### config.mk
export PLATFORM = sky130hd
export DESIGN_NAME = lock_policy_controller
export DESIGN_NICKNAME = d
export VERILOG_FILES = /design/src/rtl/lock_policy_controller.sv
export SDC_FILE = /design/constraint.sdc
export NUM_CORES = 1
export LEC_CHECK = 0
export ABC_AREA = 1
export CAP_MARGIN = 20
export CORE_UTILIZATION = 50
export CTS_CLUSTER_DIAMETER = 150
export DETAILED_ROUTE_END_ITERATION = 8
export PLACE_DENSITY = 0.79
export SLEW_MARGIN = 20
export SYNTH_ARGS = -nofsm -noshare
export SYNTH_HDL_FRONTEND = slang
export SYNTH_SLANG_ARGS = --single-unit
export TNS_END_PERCENT = 30
### constraint.sdc
create_clock -name clk -period 1.55 [get_ports clk]
set_input_delay 0.31 -clock clk [delete_from_list [all_inputs] [get_ports clk]]
set_output_delay 0.31 -clock clk [all_outputs]
set_load 0.02 [all_outputs]
### src/rtl/lock_policy_controller.sv
// lock_policy_controller: sequencing/configuration controller for the 4-bit lock core.
// It relocks the core after an unlock hold time and releases lockouts after an
// escalating timeout. It also owns the unlock code, which is reprogrammed through a
// two-entry confirm sequence.
// Optional build macro: LOCK_AUDIT_EN adds audit_count[7:0], a saturating count of
// lockout entries that only reset clears.
module lock_policy_controller #(
  parameter logic [3:0] DEFAULT_CODE = 4'b1010,
  parameter int         HOLD_CYCLES  = 8,
  parameter int         LOCKOUT_BASE = 16,
  parameter int         MAX_ESC      = 3,
  parameter int         PROG_TIMEOUT = 32,
  parameter int         TIMER_W      = 16
) (
  input  logic         clk,
  input  logic         reset,
  input  logic         admin_reset,
  input  logic         enter,
  input  logic [3:0]   code_in,
  input  logic         prog_en,
  input  logic         core_unlock,
  input  logic         core_lockout,
  output logic [3:0]   lock_code,
  output logic         core_relock,
  output logic         core_clear,
  output logic         prog_ok,
  output logic         prog_err,
  output logic [1:0]   esc_level,
  output logic         busy
`ifdef LOCK_AUDIT_EN
  ,
  output logic [7:0]   audit_count
`endif
);

  typedef enum logic [1:0] {IDLE, HOLD, LOCKOUT, PROG_CONFIRM} state_t;

  state_t               state, state_n;
  logic [TIMER_W-1:0]   timer, timer_n;
  logic [1:0]           esc_n;
  logic [3:0]           code_n, first_code, first_n;
  logic                 relock_n, clear_n, ok_n, err_n;

  logic enter_s1, enter_s2, enter_d, enter_p;
  logic unlock_q, lockout_q, unlock_rise, lockout_rise;
  logic admin_q;

  // Button synchronizer and registered one-shot. A held button gives a single pulse.
  always_ff @(posedge clk or posedge reset) begin
    if (reset) begin
      enter_s1 <= 1'b0;
      enter_s2 <= 1'b0;
      enter_d  <= 1'b0;
      enter_p  <= 1'b0;
    end else begin
      enter_s1 <= enter;
      enter_s2 <= enter_s1;
      enter_d  <= enter_s2;
      enter_p  <= enter_s2 & ~enter_d;
    end
  end

  // Registered edge detect on the core status lines and on admin_reset.
  // These signals are in the same clock domain, so no synchronizer is needed.
  always_ff @(posedge clk or posedge reset) begin
    if (reset) begin
      unlock_q     <= 1'b0;
      lockout_q    <= 1'b0;
      unlock_rise  <= 1'b0;
      lockout_rise <= 1'b0;
      admin_q      <= 1'b0;
    end else begin
      unlock_q     <= core_unlock;
      lockout_q    <= core_lockout;
      unlock_rise  <= core_unlock & ~unlock_q;
      lockout_rise <= core_lockout & ~lockout_q;
      admin_q      <= admin_reset;
    end
  end

  // Next-state, timer, escalation, code and pulse decode.
  always_comb begin
    state_n  = state;
    timer_n  = timer;
    esc_n    = esc_level;
    code_n   = lock_code;
    first_n  = first_code;
    relock_n = 1'b0;
    clear_n  = 1'b0;
    ok_n     = 1'b0;
    err_n    = 1'b0;
    if (admin_reset) begin
      // The admin override wins over everything. Only its rising edge clears the core.
      state_n = IDLE;
      timer_n = '0;
      esc_n   = '0;
      clear_n = ~admin_q;
    end else begin
      case (state)
        IDLE: begin
          // Lockout outranks unlock when both rise in the same cycle.
          if (lockout_rise) begin
            state_n = LOCKOUT;
            timer_n = (TIMER_W'(LOCKOUT_BASE) << esc_level) - TIMER_W'(1);
            if (esc_level != 2'(MAX_ESC)) esc_n = esc_level + 2'd1;
          end else if (unlock_rise) begin
            state_n = HOLD;
            timer_n = TIMER_W'(HOLD_CYCLES - 1);
            esc_n   = '0;
          end else if (prog_en && enter_p) begin
            state_n = PROG_CONFIRM;
            first_n = code_in;
            timer_n = TIMER_W'(PROG_TIMEOUT - 1);
          end
        end
        HOLD: begin
          if (timer == '0 || enter_p) begin
            relock_n = 1'b1;
            state_n  = IDLE;
          end else if (!core_unlock) begin
            state_n = IDLE;
          end else begin
            timer_n = timer - TIMER_W'(1);
          end
        end
        LOCKOUT: begin
          if (timer == '0) begin
            clear_n = 1'b1;
            state_n = IDLE;
          end else begin
            timer_n = timer - TIMER_W'(1);
          end
        end
        PROG_CONFIRM: begin
          if (enter_p) begin
            state_n = IDLE;
            if (code_in == first_code) begin
              code_n = code_in;
              ok_n   = 1'b1;
            end else begin
              err_n = 1'b1;
            end
          end else if (timer == '0) begin
            err_n   = 1'b1;
            state_n = IDLE;
          end else if (!prog_en) begin
            state_n = IDLE;
          end else begin
            timer_n = timer - TIMER_W'(1);
          end
        end
        default: state_n = IDLE;
      endcase
    end
  end

  // State, timer, configuration and registered pulse outputs.
  always_ff @(posedge clk or posedge reset) begin
    if (reset) begin
      state       <= IDLE;
      timer       <= '0;
      esc_level   <= '0;
      lock_code   <= DEFAULT_CODE;
      first_code  <= '0;
      core_relock <= 1'b0;
      core_clear  <= 1'b0;
      prog_ok     <= 1'b0;
      prog_err    <= 1'b0;
    end else begin
      state       <= state_n;
      timer       <= timer_n;
      esc_level   <= esc_n;
      lock_code   <= code_n;
      first_code  <= first_n;
      core_relock <= relock_n;
      core_clear  <= clear_n;
      prog_ok     <= ok_n;
      prog_err    <= err_n;
    end
  end

  assign busy = (state != IDLE);

`ifdef LOCK_AUDIT_EN
  // Count lockout entries, saturating at 255. admin_reset does not clear this count.
  always_ff @(posedge clk or posedge reset) begin
    if (reset)
      audit_count <= '0;
    else if (!admin_reset && state == IDLE && lockout_rise && audit_count != 8'hFF)
      audit_count <= audit_count + 8'd1;
  end
`endif

endmodule

==> results by group, run 1 <==
Clock network
  – Clock transition at path regs: 80 ps
  – CTS tree: built
  – Deepest level of the CTS H-tree: 2
  – CTS max path bufs: 2
  – CTS Buf Count: 5
  – Root buf cell: clkbuf_8
  – Hold_buf cts: 0
  – TritonCTS Sinks: 41
  – Clk_lat worst skew: 300 ps

Timing
  – Final WS setup: -170 ps
  – Max-slew headroom: 0.710
  – RSZ-0062 raised after global routing: yes
  – Post-layout min period: 1720 ps
  – Final worst-path cycle share: 1.11
  – Worst-margin pin slew: 432 ps
  – Slew Viols, Final: 0
  – Finish-stage setup viols: 20
  – Fin. Hold Viols: 0
  – Fmax achieved: 581 MHz
  – Min Hold Slack: 317 ps
  – Clk_skew: 7.35 ps

Job
  – Max_cap viols: 0

Finish
  – Fillers: 296
  – ANT cells: 0
  – Nets: 403
  – Total area of multi-input combinational cells: 1310 um2
  – Final core occ: 0.755
  – Area Growth Syn to Fin: 43.2%
  – Register area: 1030 um2
  – Cell Count, Final, Fillers Out: 437
  – Layout cells sized above 1: 0.335

Power and ir drop
  – Pint: 3180 uW
  – Sw Ratio: 0.456
  – Sequential Power Share: 0.263
  – Sw Pwr: 2670 uW
  – Overall Power: 5850 uW
  – Leakage: 0.00176 uW
  – PD cells: 1760 nW/um2
  – Comb pwr share: 0.617
  – VDD IR max: 930 uV
  – Clock power share: 0.120

Logic synthesis
  – Largest family of logic cells by synthesized area: simple AND/OR/NAND/NOR gates
  – Post-synth top area share: 0.419
  – Post-Syn Nets: 326
  – Synth warn: 0
  – Post-synth top cells: 91 x nand2_1, 39 x dfrtp_1, 37 x inv_1, 37 x nor2_1, 26 x nand3_1
  – Syn avg cell area: 7.58 um2
  – Main synth FF type: dfrtp_1
  – Seq cells post-synth: 41
  – Most common cell in the synthesized netlist: nand2_1
  – Synth Area in Compound Gates: 0.0854
  – Gate Count Post-Synth: 307
  – Mapped Area: 2330 um2
  – Yosys top cell by area: dfrtp_1
  – Xor/xnor share of the synthesized area: 0.0263
  – Post-synth EDFFs: 0
  – Synth cell types: 33
  – Seq/Total Area, Yosys: 0.442
  – Mux contribution to synthesized area: 0.0145
  – Post-Synth Adder-Cell Area: 0.0430
  – Simple-gate portion of the synthesized area: 0.309
  – Synth async-reset ratio: 1.00
  – Largest cells by area after synthesis: dfrtp_1 42%, nand2_1 15%, inv_1 6.0%, nor2_1 6.0%, nand3_1 5.6%

Global routing
  – Global Route Usage Sum: 0.253
  – Global route overflow: 0
  – First-pass GRT wire length: 9830 um
  – Largest net degree at the start of global routing: 42
  – Initial antenna violation count: 0
  – Vias in the first global route: 2246

Worst setup path
  – Slowest stage cell, crit path: dfrtp_1
  – Setup crit start: timer[0]$_DFFE_PP0P_
  – Worst-path cell chain: inv_2 -> buf_4 -> buf_4 -> nand3_1 -> nor2_1 -> buf_4 -> nand3_1 -> xor2_1 -> o21ai_1
  – Data arrival time of the critical path: 1950 ps
  – CP required: 1780 ps
  – Critical path launch point type: flip-flop
  – Crit path max fanout: 5
  – Setup crit end kind: flip-flop
  – CP max stage delay: 420 ps
  – Crit-path most repeated cell: buf_4
  – CP Class: reg2reg
  – R2R Path Start: timer[0]$_DFFE_PP0P_

Detailed routing
  – Via Count: 2452
  – Via/cell ratio: 5.61
  – WL per Instance: 15.1 um
  – DRT antenna net count: 0
  – Final wirelength: 6580 um
  – DRC: 0
  – Drt first pass iters: 6
  – DR iter-0 viols: 434

Hold path
  – Hold path start: code_in[1]
  – Worst hold path class: in2reg

Place
  – Hpwl dp: 3990 um
  – Inst Count DP: 423
  – IO Port Bufs: 21
  – Routability cong.: 0.907

Floorplanning
  – I/O Pins: 22
  – Row count: 24
  – Die area: 4930 um2
  – Height of the die: 70.2 um
  – Initial Utilization: 0.527
  – Die X: 70.2 um
  – Core area: 4410 um2

Run status
  – Violated checks: setup timing
  – Outcome: finished, violations left
-- critical path, delay by kind of cell (launching register included) --
| kind | cells | cell delay [ps] |
|---|---|---|
| xor gates and xnor gates | 1 | 150 |
| buffers and inverters | 4 | 500 |
| AOI/OAI and AO/OA | 1 | 120 |
| DFF | 1 | 420 |
| and+or+nand+nor | 3 | 460 |
-- kinds of logic (layout without fill, tap and decap cells) --
kind of cell	Yosys count	count (layout)
buffers and inverters	44	122
XOR/XNOR	7	7
AO/OA/AOI/OAI	36	36
multiplexers	3	3
flip-flops	41	41
AND/OR/NAND/NOR	168	168
adder cells (fa/ha/maj)	8	8
-- power by group through the flow --
| stage | clock, uW | combinational (uW) | sequential [uW] |
|---|---|---|---|
| after floorplan | 0 | 1720 | 1590 |
| after global placement | 0 | 2750 | 1510 |
| after detailed placement | 0 | 2830 | 1520 |
| after CTS | 700 | 2980 | 1510 |
| after global routing | 762 | 3900 | 1570 |
| final | 700 | 3610 | 1540 |
-- layout by cell type (no fill, tap or decap), drive strengths merged, types with 3 or more instances in the layout --
cell type,synthesis,final
clkbuf,1,7
inv,38,38
dfrtp,39,39
xor2,5,5
nor2,40,40
mux2,3,3
nand2,92,92
buf,5,54
ha,8,8
dlymetal6s2s,0,3
o21ai,26,26
dlygate4sd2,0,9
clkdlybuf4s50,0,8
nand3,28,28
nand4,3,3
a21oi,6,6
-- final timing paths --
kind,cells past startpoint,slack (ps),endpoint
max,9,-170,timer[15]$_DFFE_PP0P_
min,3,320,first_code[1]$_DFFE_PP0P_
max reg2reg,9,-170,timer[15]$_DFFE_PP0P_
min reg2reg,0,360,enter_s2$_DFF_PP0_
max in group asynchronous,3,930,lock_code[1]$_DFFE_PP1P_
min in group asynchronous,3,370,lock_code[0]$_DFFE_PP0P_
-- state kept, by name, indices dropped and copies added, names as in the netlist --
name / flops
admin_q: 1
core_clear: 1
core_relock: 1
enter_d: 1
enter_p: 1
enter_s1: 1
enter_s2: 1
esc_level: 2
first_code: 4
lock_code: 4
lockout_q: 1
lockout_rise: 1
prog_err: 1
prog_ok: 1
state: 2
timer: 16
unlock_q: 1
unlock_rise: 1
-- area by class of cell --
type / count / area share
multi-input combinational: 222 / 0.393
sequential: 41 / 0.309
timing repair buffer: 76 / 0.209
inverter: 38 / 0.0428
clock buffer: 6 / 0.0218
tap: 52 / 0.0195
clock inverter: 2 / 0.00450
-- per-stage QoR --
stage	setup WS (ps)	instance area, um2	setup TNS, ps
finish	-170	3330	-2200
global route	-196	3330	-3000
CTS	-45.6	3100	-212
detailed placement	-339	2960	-7970
global placement	-313	2960	-6190
floorplan	8.67	2330	0
-- metal layers --
layer,routed length (um),GRT usage,vias up
met2,3290,0.416,138
met5,0,0,-
met1,2630,0.318,1159
li1,-,-,1125
met4,226,0.113,0
met3,428,0.0534,30
-- what timing repair did --
action                     in CTS  in global routing
setup endpoints to repair      30                 31
buffers inserted                0                  4
pin swaps                       2                 11
gates cloned                    1                  1
gates resized for setup        27                 60
No activity file was read; power rests on OpenSTA's default activity.
==> run 2, diff against run 1 <==
--- a/config.mk
+++ b/config.mk
@@ -7,6 +7,7 @@
 export LEC_CHECK = 0
 export ABC_AREA = 1
 export CAP_MARGIN = 20
+export CORE_ASPECT_RATIO = 1.25
 export CORE_UTILIZATION = 50
 export CTS_CLUSTER_DIAMETER = 150
 export DETAILED_ROUTE_END_ITERATION = 8
==> results by group, run 2 (synthesis gave the netlist of run 1 again) <==
Run status
  – Outcome: finished, violations left
  – Violated checks: setup timing

Global routing
  – GR Util met3: 0.0480
  – Largest net degree at the start of global routing: 42
  – Met2 GRT Util: 0.491
  – First-pass GRT wire length: 10100 um
  – Global Route Usage Sum: 0.262
  – Global-route met1 utilization: 0.276
  – Gr busiest metal: met2
  – Global route overflow: 0
  – Initial antenna violation count: 0
  – Vias in the first global route: 2360

Hold path
  – Hold-critical path depth: 1
  – Worst hold path class: in2reg

Power and ir drop
  – Sw Ratio: 0.442
  – Comb pwr share: 0.597
  – Leakage: 0.00170 uW
  – PD cells: 1740 nW/um2
  – VDD IR max: 894 uV
  – Clock power share: 0.128
  – Sw Pwr: 2500 uW
  – Pint: 3140 uW
  – Sequential Power Share: 0.275

Timing
  – Post-layout min period: 1620 ps
  – Min Hold Slack: 347 ps
  – Max-slew headroom: 0.811
  – RSZ-0062 raised after global routing: yes
  – Slew Viols, Final: 0
  – Fmax achieved: 617 MHz
  – Clk_skew: 11.9 ps
  – Worst-margin pin slew: 282 ps
  – Final worst-path cycle share: 1.05
  – Final WS setup: -70.7 ps
  – Finish-stage setup viols: 18
  – Fin. Hold Viols: 0

Worst setup path
  – CP Class: reg2reg
  – Critical Path End: timer[7]$_DFFE_PP0P_
  – Setup crit end kind: flip-flop
  – Slowest stage cell, crit path: dfrtp_2
  – Crit path max fanout: 18
  – Worst-path cell chain: nor2_4 -> buf_4 -> nand2_2 -> nor2_2 -> nor2_1 -> nand2_1 -> inv_1 -> nand3_4 -> buf_12 -> inv_2 -> nand2_2 -> nand2_2
  – Data arrival time of the critical path: 1810 ps
  – Critical path launch point type: flip-flop
  – Critical path's top delay family: simple AND/OR/NAND/NOR gates
  – Crit-path most repeated cell: nand2_2
  – R2R cell count: 12
  – CP max stage delay: 440 ps
  – R2R Path Start: state[0]$_DFFE_PP0P_
  – Levels on crit path: 12
  – R2R setup slack: -70 ps
  – WP buf/inv: 4
  – Worst r2r dst: timer[7]$_DFFE_PP0P_
  – CP required: 1740 ps
  – Setup crit start: state[0]$_DFFE_PP0P_

Place
  – Routability cong.: 0.907
  – Inst Count DP: 430
  – IO Port Bufs: 21
  – Dpl cell area: 2970 um2
  – Hpwl dp: 4120 um

Finish
  – Most flop-heavy register: timer
  – Cell Count, Final, Fillers Out: 443
  – ANT cells: 0
  – Final core occ: 0.732
  – Layout cells sized above 1: 0.299
  – Nets: 403
  – Most frequent cells in the layout: 75 x nand2_1, 50 x buf_4, 35 x dfrtp_1
  – Final instance area: 3240 um2
  – Area Growth Syn to Fin: 39.1%
  – Leading registers by flop count: timer: 16 flops, first_code: 4 flops, lock_code: 4 flops
  – Most common cell after layout, fill and taps aside: nand2_1
  – Largest register FFs: 16

Detailed routing
  – Drt first pass iters: 4
  – Via/cell ratio: 5.27
  – Final wirelength: 6040 um
  – DR iter-0 viols: 246
  – DRT antenna net count: 0
  – WL per Instance: 13.6 um
  – DRC: 0
  – Via Count: 2334

Clock network
  – Clk_lat worst skew: 290 ps
  – Hold_buf cts: 0
  – CTS Buf Count: 5
  – CTS max path bufs: 2
  – Deepest level of the CTS H-tree: 2
  – Root buf cell: clkbuf_8
  – Clock transition at path regs: 80 ps
  – CTS tree: built
  – TritonCTS Sinks: 41

Job
  – Max_cap viols: 0

Floorplanning
  – Initial Utilization: 0.526
  – Die X: 63.0 um
  – I/O Pins: 22
  – Die area: 4940 um2
  – Height of the die: 78.3 um
  – Row count: 27
  – Core area: 4430 um2
-- run 2: worst min-delay path by stage --
| stage | to | startpoint |
|---|---|---|
| 6_report | admin_q$_DFF_PP0_ | admin_reset |
| 5_1_grt | admin_q$_DFF_PP0_ | admin_reset |
| 4_1_cts | admin_q$_DFF_PP0_ | admin_reset |
| 3_5_place_dp | enter_s2$_DFF_PP0_ | enter_s1$_DFF_PP0_ |
| 3_3_place_gp | enter_s2$_DFF_PP0_ | enter_s1$_DFF_PP0_ |
| 2_1_floorplan | enter_s2$_DFF_PP0_ | enter_s1$_DFF_PP0_ |
-- run 2: power groups by stage --
stage,logic (uW),clock network [uW],registers [uW]
after floorplan,1720,0,1590
after CTS,3050,745,1540
after detailed placement,2840,0,1550
after global placement,2750,0,1530
final,3370,721,1550
after global routing,3740,772,1580
-- run 2: metrics by stage --
stage | TNS (ps) | setup slack [ps] | power, uW
floorplan | 0 | 8.67 | 3300
global placement | -6310 | -324 | 4280
detailed placement | -7850 | -358 | 4380
CTS | -133 | -53.3 | 5340
global route | -2250 | -174 | 6100
finish | -495 | -70.7 | 5640
-- run 2: repair_timing --
item,in CTS,in global routing
pin swaps,7,10
setup endpoints to repair,29,27
resized for setup,33,30
buffers inserted,2,2
cloned,1,0
-- run 2: metal layers --
metal	vias to the layer above	routed length, um
li1	1133	-
met1	1102	2240
met2	76	3320
met3	23	271
met4	0	211
met5	-	0
-- run 2: area by class of cell --
type | instances | area [um2]
timing repair buffer | 76 | 644
tap | 58 | 72.6
multi-input combinational | 222 | 1250
fill | 371 | 1190
clock buffer | 8 | 90.1
sequential | 41 | 1030
inverter | 38 | 143
